===== src/rtl/pmodclp_write_seq.sv =====
// PmodCLP (HD44780-class) write sequencer: power-up init, then one byte per
// valid/ready handshake, driven out with setup/pulse/hold/execution timing.
module pmodclp_write_seq #(
    parameter int unsigned T_PWRUP = 2_000_000,
    parameter int unsigned T_AS    = 4,
    parameter int unsigned T_PW    = 25,
    parameter int unsigned T_H     = 2,
    parameter int unsigned T_EXEC  = 4_000,
    parameter int unsigned T_LONG  = 164_000
) (
    input  logic       sysclk,
    input  logic       sysreset,
    input  logic       req_valid,
    input  logic       req_rs,
    input  logic [7:0] req_data,
    output logic       req_ready,
    output logic       init_done,
    output logic       busy,
    output logic [7:0] lcd_d,
    output logic       lcd_rs,
    output logic       lcd_rw,
    output logic       lcd_e
);

    localparam int unsigned CNT_W = 22;

    // Last count value of each timed state (counter runs 0 .. N-1).
    localparam logic [CNT_W-1:0] PWRUP_LAST = CNT_W'(T_PWRUP - 1);
    localparam logic [CNT_W-1:0] AS_LAST    = CNT_W'(T_AS - 1);
    localparam logic [CNT_W-1:0] PW_LAST    = CNT_W'(T_PW - 1);
    localparam logic [CNT_W-1:0] H_LAST     = CNT_W'(T_H - 1);
    localparam logic [CNT_W-1:0] EXEC_LAST  = CNT_W'(T_EXEC - 1);
    localparam logic [CNT_W-1:0] LONG_LAST  = CNT_W'(T_LONG - 1);

    typedef enum logic [2:0] {
        S_PWRUP,
        S_INIT_ISSUE,
        S_IDLE,
        S_SETUP,
        S_PULSE,
        S_HOLD,
        S_EXEC
    } state_t;

    state_t           state;
    state_t           state_next;
    logic [CNT_W-1:0] cnt;
    logic [CNT_W-1:0] cnt_next;
    logic [1:0]       init_idx;
    logic [1:0]       init_idx_next;
    logic [7:0]       lcd_d_next;
    logic             lcd_rs_next;
    logic             lcd_e_next;
    logic             req_ready_next;
    logic             init_done_next;
    logic             busy_next;
    logic             is_long;
    logic [CNT_W-1:0] exec_last;

    // Init command ROM: 8-bit/2-line, display on, clear, entry mode.
    function automatic logic [7:0] init_rom(input logic [1:0] idx);
        case (idx)
            2'd0:    init_rom = 8'h38;
            2'd1:    init_rom = 8'h0C;
            2'd2:    init_rom = 8'h01;
            default: init_rom = 8'h06;
        endcase
    endfunction

    // Clear (0x01) and Home (0x02/0x03) need the long execution wait.
    always_comb begin
        is_long   = !lcd_rs && (lcd_d[7:2] == 6'd0) && (lcd_d != 8'd0);
        exec_last = is_long ? LONG_LAST : EXEC_LAST;
    end

    // Next-state, counter and next output values.
    always_comb begin
        state_next     = state;
        cnt_next       = cnt + CNT_W'(1);
        init_idx_next  = init_idx;
        lcd_d_next     = lcd_d;
        lcd_rs_next    = lcd_rs;
        init_done_next = init_done;

        case (state)
            S_PWRUP: begin
                if (cnt == PWRUP_LAST) begin
                    state_next    = S_INIT_ISSUE;
                    cnt_next      = '0;
                    init_idx_next = 2'd0;
                end
            end
            S_INIT_ISSUE: begin
                state_next  = S_SETUP;
                cnt_next    = '0;
                lcd_d_next  = init_rom(init_idx);
                lcd_rs_next = 1'b0;
            end
            S_IDLE: begin
                cnt_next = '0;
                if (req_valid && req_ready) begin
                    state_next  = S_SETUP;
                    lcd_d_next  = req_data;
                    lcd_rs_next = req_rs;
                end
            end
            S_SETUP: begin
                if (cnt == AS_LAST) begin
                    state_next = S_PULSE;
                    cnt_next   = '0;
                end
            end
            S_PULSE: begin
                if (cnt == PW_LAST) begin
                    state_next = S_HOLD;
                    cnt_next   = '0;
                end
            end
            S_HOLD: begin
                if (cnt == H_LAST) begin
                    state_next = S_EXEC;
                    cnt_next   = '0;
                end
            end
            S_EXEC: begin
                if (cnt == exec_last) begin
                    cnt_next = '0;
                    if (init_done) begin
                        state_next = S_IDLE;
                    end else if (init_idx == 2'd3) begin
                        state_next     = S_IDLE;
                        init_done_next = 1'b1;
                    end else begin
                        state_next    = S_INIT_ISSUE;
                        init_idx_next = init_idx + 2'd1;
                    end
                end
            end
            default: begin
                state_next = S_PWRUP;
                cnt_next   = '0;
            end
        endcase

        lcd_e_next     = (state_next == S_PULSE);
        req_ready_next = (state_next == S_IDLE);
        busy_next      = (state_next != S_IDLE);
    end

    // State, counter and registered outputs; reset restarts the init sequence.
    always_ff @(posedge sysclk) begin
        if (sysreset) begin
            state     <= S_PWRUP;
            cnt       <= '0;
            init_idx  <= 2'd0;
            lcd_d     <= 8'h00;
            lcd_rs    <= 1'b0;
            lcd_rw    <= 1'b0;
            lcd_e     <= 1'b0;
            req_ready <= 1'b0;
            init_done <= 1'b0;
            busy      <= 1'b1;
        end else begin
            state     <= state_next;
            cnt       <= cnt_next;
            init_idx  <= init_idx_next;
            lcd_d     <= lcd_d_next;
            lcd_rs    <= lcd_rs_next;
            lcd_rw    <= 1'b0;
            lcd_e     <= lcd_e_next;
            req_ready <= req_ready_next;
            init_done <= init_done_next;
            busy      <= busy_next;
        end
    end

endmodule


===== config.mk =====
export PLATFORM = sky130hd
export DESIGN_NAME = pmodclp_write_seq
export DESIGN_NICKNAME = d
export VERILOG_FILES = /design/src/rtl/pmodclp_write_seq.sv
export SDC_FILE = /design/constraint.sdc
export NUM_CORES = 1
export LEC_CHECK = 0
export CAP_MARGIN = 40
export CELL_PAD_IN_SITES_DETAIL_PLACEMENT = 1
export CELL_PAD_IN_SITES_GLOBAL_PLACEMENT = 1
export CORE_MARGIN = 2
export CORE_UTILIZATION = 41
export CTS_BUF_LIST = sky130_fd_sc_hd__clkbuf_8 sky130_fd_sc_hd__clkbuf_16
export CTS_CLUSTER_SIZE = 40
export DETAILED_ROUTE_END_ITERATION = 10
export GPL_ROUTABILITY_DRIVEN = 0
export PLACE_DENSITY = 0.83
export SLEW_MARGIN = 15
export SYNTH_ARGS = -nofsm -noshare
export SYNTH_HDL_FRONTEND = slang
export SYNTH_SLANG_ARGS = --single-unit

===== constraint.sdc =====
create_clock -name sysclk -period 2.89 [get_ports sysclk]
set_clock_uncertainty 0.2 [all_clocks]
set_input_delay 0.867 -clock sysclk [delete_from_list [all_inputs] [get_ports sysclk]]
set_output_delay 0.867 -clock sysclk [all_outputs]
set_load 0.1 [all_outputs]

==> flow_metrics.py, run 1 <==
metrics = {
    "layout": {
        "nFillCells": 632,
        "area_delta_synth_final_pct": 15.88,
        "finalNonFillerCells": 352,
        "finalNetCount": 300,
        "antenna_cells": 0,
        "drive_gt1_frac": 0.1418,
    },
    "route": {
        "drt-wirelength-per-cell_um": 14.95,
        "ant_nets": 0,
        "drtIter0Drc": 99,
        "drt-pass1-iter-count": 4,
        "drc": 0,
        "routed_wl_um": 5264,
        "via_count": 1871,
        "avgViaCountPerCell": 5.315,
    },
    "logic_synthesis": {
        "netlist_instances": 257,
        "yosysWarnings": 0,
        "synth_seq_cells": 40,
        "yosysUniqueCellTypes": 51,
        "synth_seq_area_share": 0.3695,
        "syn_area_mm2": 0.002167,
        "syn_avg_cell_area_um2": 8.432,
        "async_reset_ff_frac": 0,
        "synth-main-ff-cell": "dfxtp_1",
        "synth_edf_count": 0,
        "syn-num-nets": 276,
    },
    "die": {
        "start_util": 0.4243,
        "coreArea_mm2": 0.005107,
        "die_h_um": 76.70,
        "die_w_um": 76.70,
        "pin_count": 26,
        "die_area_mm2": 0.005883,
        "rows": 26,
    },
    "clock_tree": {
        "htreeDepth": 2,
        "clockBufferDepth": 2,
        "numCtsBuffers": 5,
        "cts_tree": "yes",
        "cts_root_buf": "clkbuf_8",
        "clock_latency_ns": 0.29,
        "postCtsResizedCells": 0,
        "cts.clk_slew.worst_paths_ns": 0.08,
        "post_cts_buffers": 0,
        "hold_buffers": 0,
        "clkSinkCount": 40,
    },
    "sta": {
        "finalSetupTns_ns": 0,
        "worstMarginPinSlew_ns": 0.5762,
        "report.final.setup_viol": 0,
        "maxSlewViolCount": 0,
        "period_minus_slack_ns": 2.579,
        "hold_violations": 0,
        "slew_headroom": 0.6123,
        "min_period_over_period": 0.8922,
        "rsz0062_at_grt": "no",
        "clock.fmax_mhz": 387.8,
    },
    "placement": {
        "dp_hpwl_um": 3955,
        "portBuffers": 24,
        "dp_cells": 344,
    },
    "setup_path": {
        "slowest_delay_ns": 0.56,
        "critical_path_arrival_ns": 2.54,
        "reg2reg_from": "cnt[13]",
        "cp_max_fo": 21,
        "cp_top_family": "simple AND/OR/NAND/NOR gates",
        "critPathKind": "flop to flop",
        "rrSetupSlack_ns": 0.31,
        "slowest_stage": "or4_1",
        "reg2reg_to": "cnt[10]",
        "startpoint_type": "flop",
        "crit_buf_inv": 0,
        "cp_cell_sequence": "or4_1, nor4_1, nand2_1, o21ai_1, a31o_2, nor2_1",
        "reg2reg_depth": 6,
        "cp.required_ns": 2.85,
        "crit_path_end_kind": "flop",
    },
    "global_routing": {
        "grt.total_usage": 0.1936,
        "grt_pass1_wl_um": 9128,
        "grt_max_degree": 22,
        "antenna_found_initial": 0,
        "globalRouteOverflowTotal": 0,
        "grt_pass1_vias": 1884,
    },
    "power": {
        "vdd_ir_drop_max_mv": 0.2165,
        "p_per_area_mw_per_mm2": 415.0,
        "leakagePower_nw": 0.8911,
        "power_w": 0.001042,
    },
    "min_path": {
        "worstHoldPathCells": 2,
        "min_path_type": "flop to flop",
        "hold_start": "lcd_rs",
        "whs_endpoint": "lcd_rs",
    },
    "flow_run": {
        "cap_violations": 0,
    },
    "run_status": {
        "status": "completed",
    },
}
[state kept, by name, summed over array words and instances (netlist names)]
register   count
state          3
busy           1
init_idx       2
init_done      1
lcd_d          8
req_ready      1
lcd_rs         1
lcd_e          1
cnt           22
[cells by family after synthesis]
family          synth area share
other cells             0.001730
simple gates              0.3152
flops                     0.3695
mux                      0.02021
fa+ha+maj                0.04041
compound gates            0.1172
xor+xnor                 0.08083
buf+inv                  0.05485
[Yosys cell counts (3+ instances only)]
cell type | number | area share
nand4_1 | 7 | 0.020
nand2b_1 | 3 | 0.0087
xnor2_1 | 7 | 0.028
a211oi_1 | 5 | 0.017
inv_1 | 8 | 0.014
nor2_1 | 45 | 0.078
and3_1 | 3 | 0.0087
dfxtp_1 | 40 | 0.37
nand3_1 | 11 | 0.025
xor2_1 | 13 | 0.053
nor4_1 | 9 | 0.026
clkbuf_1 | 5 | 0.0087
clkbuf_8 | 3 | 0.019
nor3_1 | 15 | 0.035
mux2i_1 | 3 | 0.014
nand2_1 | 22 | 0.038
ha_1 | 7 | 0.040
a21oi_1 | 8 | 0.018
[report_power, final]
part / switching [W] / leakage (nW) / internal [W]
combinational: 0.0000521 / 0.517 / 0.0000389
sequential: 0.0000115 / 0.324 / 0.000559
clock: 0.000190 / 0.0510 / 0.000190
[layout make-up]
type | instances | area [um^2] | share of cell area
flip-flops and latches | 40 | 800.8 | 0.3189
clock buffers | 6 | 82.58 | 0.03288
multi-input cells | 196 | 1247 | 0.4968
repair buffers | 30 | 252.7 | 0.1006
well taps | 70 | 87.58 | 0.03488
clock inverters | 2 | 10.01 | 0.003986
inverters | 8 | 30.03 | 0.01196
[how the worst max path moves through the flow]
stage	from	end	slack (ns)	cells after the start
5_1_grt	cnt[13]	cnt[10]	0.06	6
3_5_place_dp	req_valid	busy	0.25	6
2_1_floorplan	lcd_d[5]	req_ready	0.44	6
6_report	cnt[13]	cnt[10]	0.31	6
3_3_place_gp	req_valid	busy	0.29	6
4_1_cts	cnt[13]	cnt[10]	0.34	6
[cells in the final DEF, fill, tap and decap left out, types with 3 or more instances in the layout]
master / Yosys / layout
a211oi_1: 5 / 5
a21oi_1: 8 / 8
and3_1: 3 / 3
buf_4: 2 / 19
clkbuf_8: 3 / 6
clkdlybuf4s50_1: 0 / 11
dfxtp_1: 40 / 40
ha_1: 7 / 7
inv_1: 8 / 8
mux2i_1: 3 / 3
nand2_1: 22 / 22
nand2b_1: 3 / 3
nand3_1: 11 / 11
nand4_1: 7 / 7
nor2_1: 45 / 45
nor3_1: 15 / 15
nor4_1: 9 / 9
xnor2_1: 7 / 7
xor2_1: 13 / 13
[per-stage QoR]
step	hold WS, ns	setup WS [ns]	area [um^2]	util
final	0.2821	0.3114	2511	0.4917
after global routing	0.2976	0.06074	2511	0.4917
after CTS	0.2831	0.3429	2511	0.4917
after detailed placement	0.2710	0.2462	2419	0.4735
after global placement	0.2569	0.2854	2419	0.4735
after floorplan	0.2446	0.4390	2167	-
[tightest hold or removal path, delay by kind of cell (launching register included)]
kind | cells | cell delay [ns]
and+or+nand+nor | 1 | 0.06
AOI/OAI and AO/OA | 1 | 0.05
DFF | 1 | 0.33
[layer usage]
metal	wire [um]	track usage	up-vias
met1	2637	0.2575	891
met4	85	0.06909	0
li1	-	-	951
met3	124	0.03765	8
met5	0	0	-
met2	2417	0.3123	21
No activity file was read; power rests on OpenSTA's default activity.
==> run 2: changes to the inputs <==
--- a/config.mk
+++ b/config.mk
@@ -8,10 +8,9 @@
 export CAP_MARGIN = 40
 export CELL_PAD_IN_SITES_DETAIL_PLACEMENT = 1
 export CELL_PAD_IN_SITES_GLOBAL_PLACEMENT = 1
-export CORE_MARGIN = 2
 export CORE_UTILIZATION = 41
 export CTS_BUF_LIST = sky130_fd_sc_hd__clkbuf_8 sky130_fd_sc_hd__clkbuf_16
-export CTS_CLUSTER_SIZE = 40
+export CTS_CLUSTER_SIZE = 14
 export DETAILED_ROUTE_END_ITERATION = 10
 export GPL_ROUTABILITY_DRIVEN = 0
 export PLACE_DENSITY = 0.83
==> run 2 against run 1 <==
Worst setup slack improved by 0.016 ns. Clock power fell by 2%. Global-route usage rose by 0.73 points. Non-clock buffer count did not move. Sequential share of layout area barely moved. Register-to-register slack improved by 0.02 ns. Die area fell by 5.1%. Sequential power barely moved. Power fell by 0.92%. Combinational power fell by 2.4%. Critical path type unchanged. Largest cell class unchanged. Largest power group unchanged.
==> flow_metrics.py, run 2 (synthesis gave the netlist of run 1 again) <==
metrics = {
    "clock_tree": {
        "clkSinkCount": 40,
        "cts.clk_slew.worst_paths_ns": 0.08,
        "numCtsBuffers": 5,
        "cts_tree": "yes",
        "clockBufferDepth": 2,
        "hold_buffers": 0,
        "clock_latency_ns": 0.29,
        "htreeDepth": 2,
        "post_cts_buffers": 0,
        "cts_root_buf": "clkbuf_8",
        "postCtsResizedCells": 0,
    },
    "power": {
        "p_per_area_mw_per_mm2": 411.6,
        "vdd_ir_drop_max_mv": 0.2543,
        "leakagePower_nw": 0.8939,
    },
    "placement": {
        "dp_hpwl_um": 3851,
        "portBuffers": 24,
        "dp_cells": 344,
    },
    "sta": {
        "period_minus_slack_ns": 2.562,
        "clock.fmax_mhz": 390.3,
        "maxSlewViolCount": 0,
        "worstMarginPinSlew_ns": 0.6627,
        "report.final.setup_viol": 0,
        "hold_violations": 0,
        "rsz0062_at_grt": "no",
        "finalSetupTns_ns": 0,
        "min_period_over_period": 0.8867,
        "slew_headroom": 0.5542,
    },
    "layout": {
        "layout_commonest_cell": "nor2_1",
        "drive_gt1_frac": 0.1348,
        "ff_latch_area_um2": 800.8,
        "finalNetCount": 300,
        "reg.largest.list": "cnt: 22 flops, lcd_d: 8 flops, state: 3 flops",
        "finalNonFillerCells": 352,
        "largest_reg_flops": 22,
        "area_delta_synth_final_pct": 15.76,
        "regMostFlops": "cnt",
        "layout_common_cells": "nor2_1, dfxtp_1, nand2_1",
        "antenna_cells": 0,
        "multiInputGateArea_mm2": 0.001247,
        "nFillCells": 653,
    },
    "die": {
        "start_util": 0.4243,
        "die_h_um": 74.70,
        "die_area_mm2": 0.005580,
        "rows": 26,
        "pin_count": 26,
        "die_w_um": 74.70,
        "coreArea_mm2": 0.005107,
    },
    "setup_path": {
        "cp_max_fo": 21,
        "cp_top_family": "simple AND/OR/NAND/NOR gates",
        "rrSetupSlack_ns": 0.33,
        "critical_path_arrival_ns": 2.53,
        "slowest_delay_ns": 0.56,
        "crit_path_end_kind": "flop",
        "cp.required_ns": 2.86,
        "critPathKind": "flop to flop",
        "cp_cell_sequence": "or4_1, nor4_1, nand2_1, o21ai_1, a31o_2, nor2_1",
        "startpoint_type": "flop",
        "slowest_stage": "or4_1",
        "crit_buf_inv": 0,
    },
    "route": {
        "drtIter0Drc": 81,
        "wl_met1_um": 2580,
        "wl_met3_um": 79,
        "drt-wirelength-per-cell_um": 14.41,
        "routed_wl_um": 5073,
        "highest_layer": "met4",
        "wl_met2_um": 2345,
        "ant_nets": 0,
        "drt-pass1-iter-count": 4,
        "drc": 0,
        "avgViaCountPerCell": 5.341,
        "via_count": 1880,
    },
    "global_routing": {
        "grt.total_usage": 0.2009,
        "globalRouteOverflowTotal": 0,
        "grt_max_degree": 22,
        "grt_pass1_wl_um": 8376,
        "antenna_found_initial": 0,
        "grt_pass1_vias": 1742,
    },
    "run_status": {
        "status": "completed",
    },
    "flow_run": {
        "cap_violations": 0,
    },
    "min_path": {
        "min_path_type": "flop to flop",
    },
}
==> run 2: changes by cell type in the layout (fill, tap and decap cells not counted), sizes merged <==
cell	previous run	this run
inv	8	10
clkinv	2	0
==> run 2: path summary, 6_finish.rpt <==
path                            startpoint  endpoint  cells past startpoint
worst max-delay path               cnt[13]   cnt[14]                      6
worst min-delay path              lcd_d[7]  lcd_d[7]                      2
worst min register to register    lcd_d[7]  lcd_d[7]                      2
worst max register to register     cnt[13]   cnt[14]                      6
==> run 2: stage by stage <==
stage / setup slack, ns / instance area [um^2] / hold WS, ns / power, W / utilization
after floorplan: 0.4390 / 2167 / 0.2446 / 0.0006448 / -
after global placement: 0.3037 / 2419 / 0.2595 / 0.0006703 / 0.4735
after detailed placement: 0.2351 / 2419 / 0.2624 / 0.0006719 / 0.4735
after CTS: 0.3481 / 2509 / 0.2727 / 0.001047 / 0.4912
after global routing: 0.09552 / 2509 / 0.3022 / 0.001079 / 0.4912
final: 0.3275 / 2509 / 0.2722 / 0.001032 / 0.4912
==> run 2: where the power goes <==
group	internal, W	total (W)	switching [W]
combinational	0.0000388	0.0000888	0.0000500
clock	0.000188	0.000375	0.000187
sequential	0.000559	0.000569	0.0000104
total	0.000785	0.00103	0.000247
==> run 2: layer usage <==
layer,vias up,track usage
li1,949,-
met1,915,0.2781
met2,12,0.3083
met3,4,0.03748
met4,0,0.08176
met5,-,0
==> run 2: area by class of cell <==
type	instances	share of cell area
multi-input cells	196	0.4973
flip-flops and latches	40	0.3192
repair buffers	30	0.1007
well taps	70	0.03491
clock buffers	6	0.03292
inverters	8	0.01197
clock inverters	2	0.002993
==> run 2: tightest hold or removal path, cell delays in order, from the launching register on <==
cell     delay (ns)
dfxtp_1        0.32
nand2_1        0.06
a21oi_1        0.05
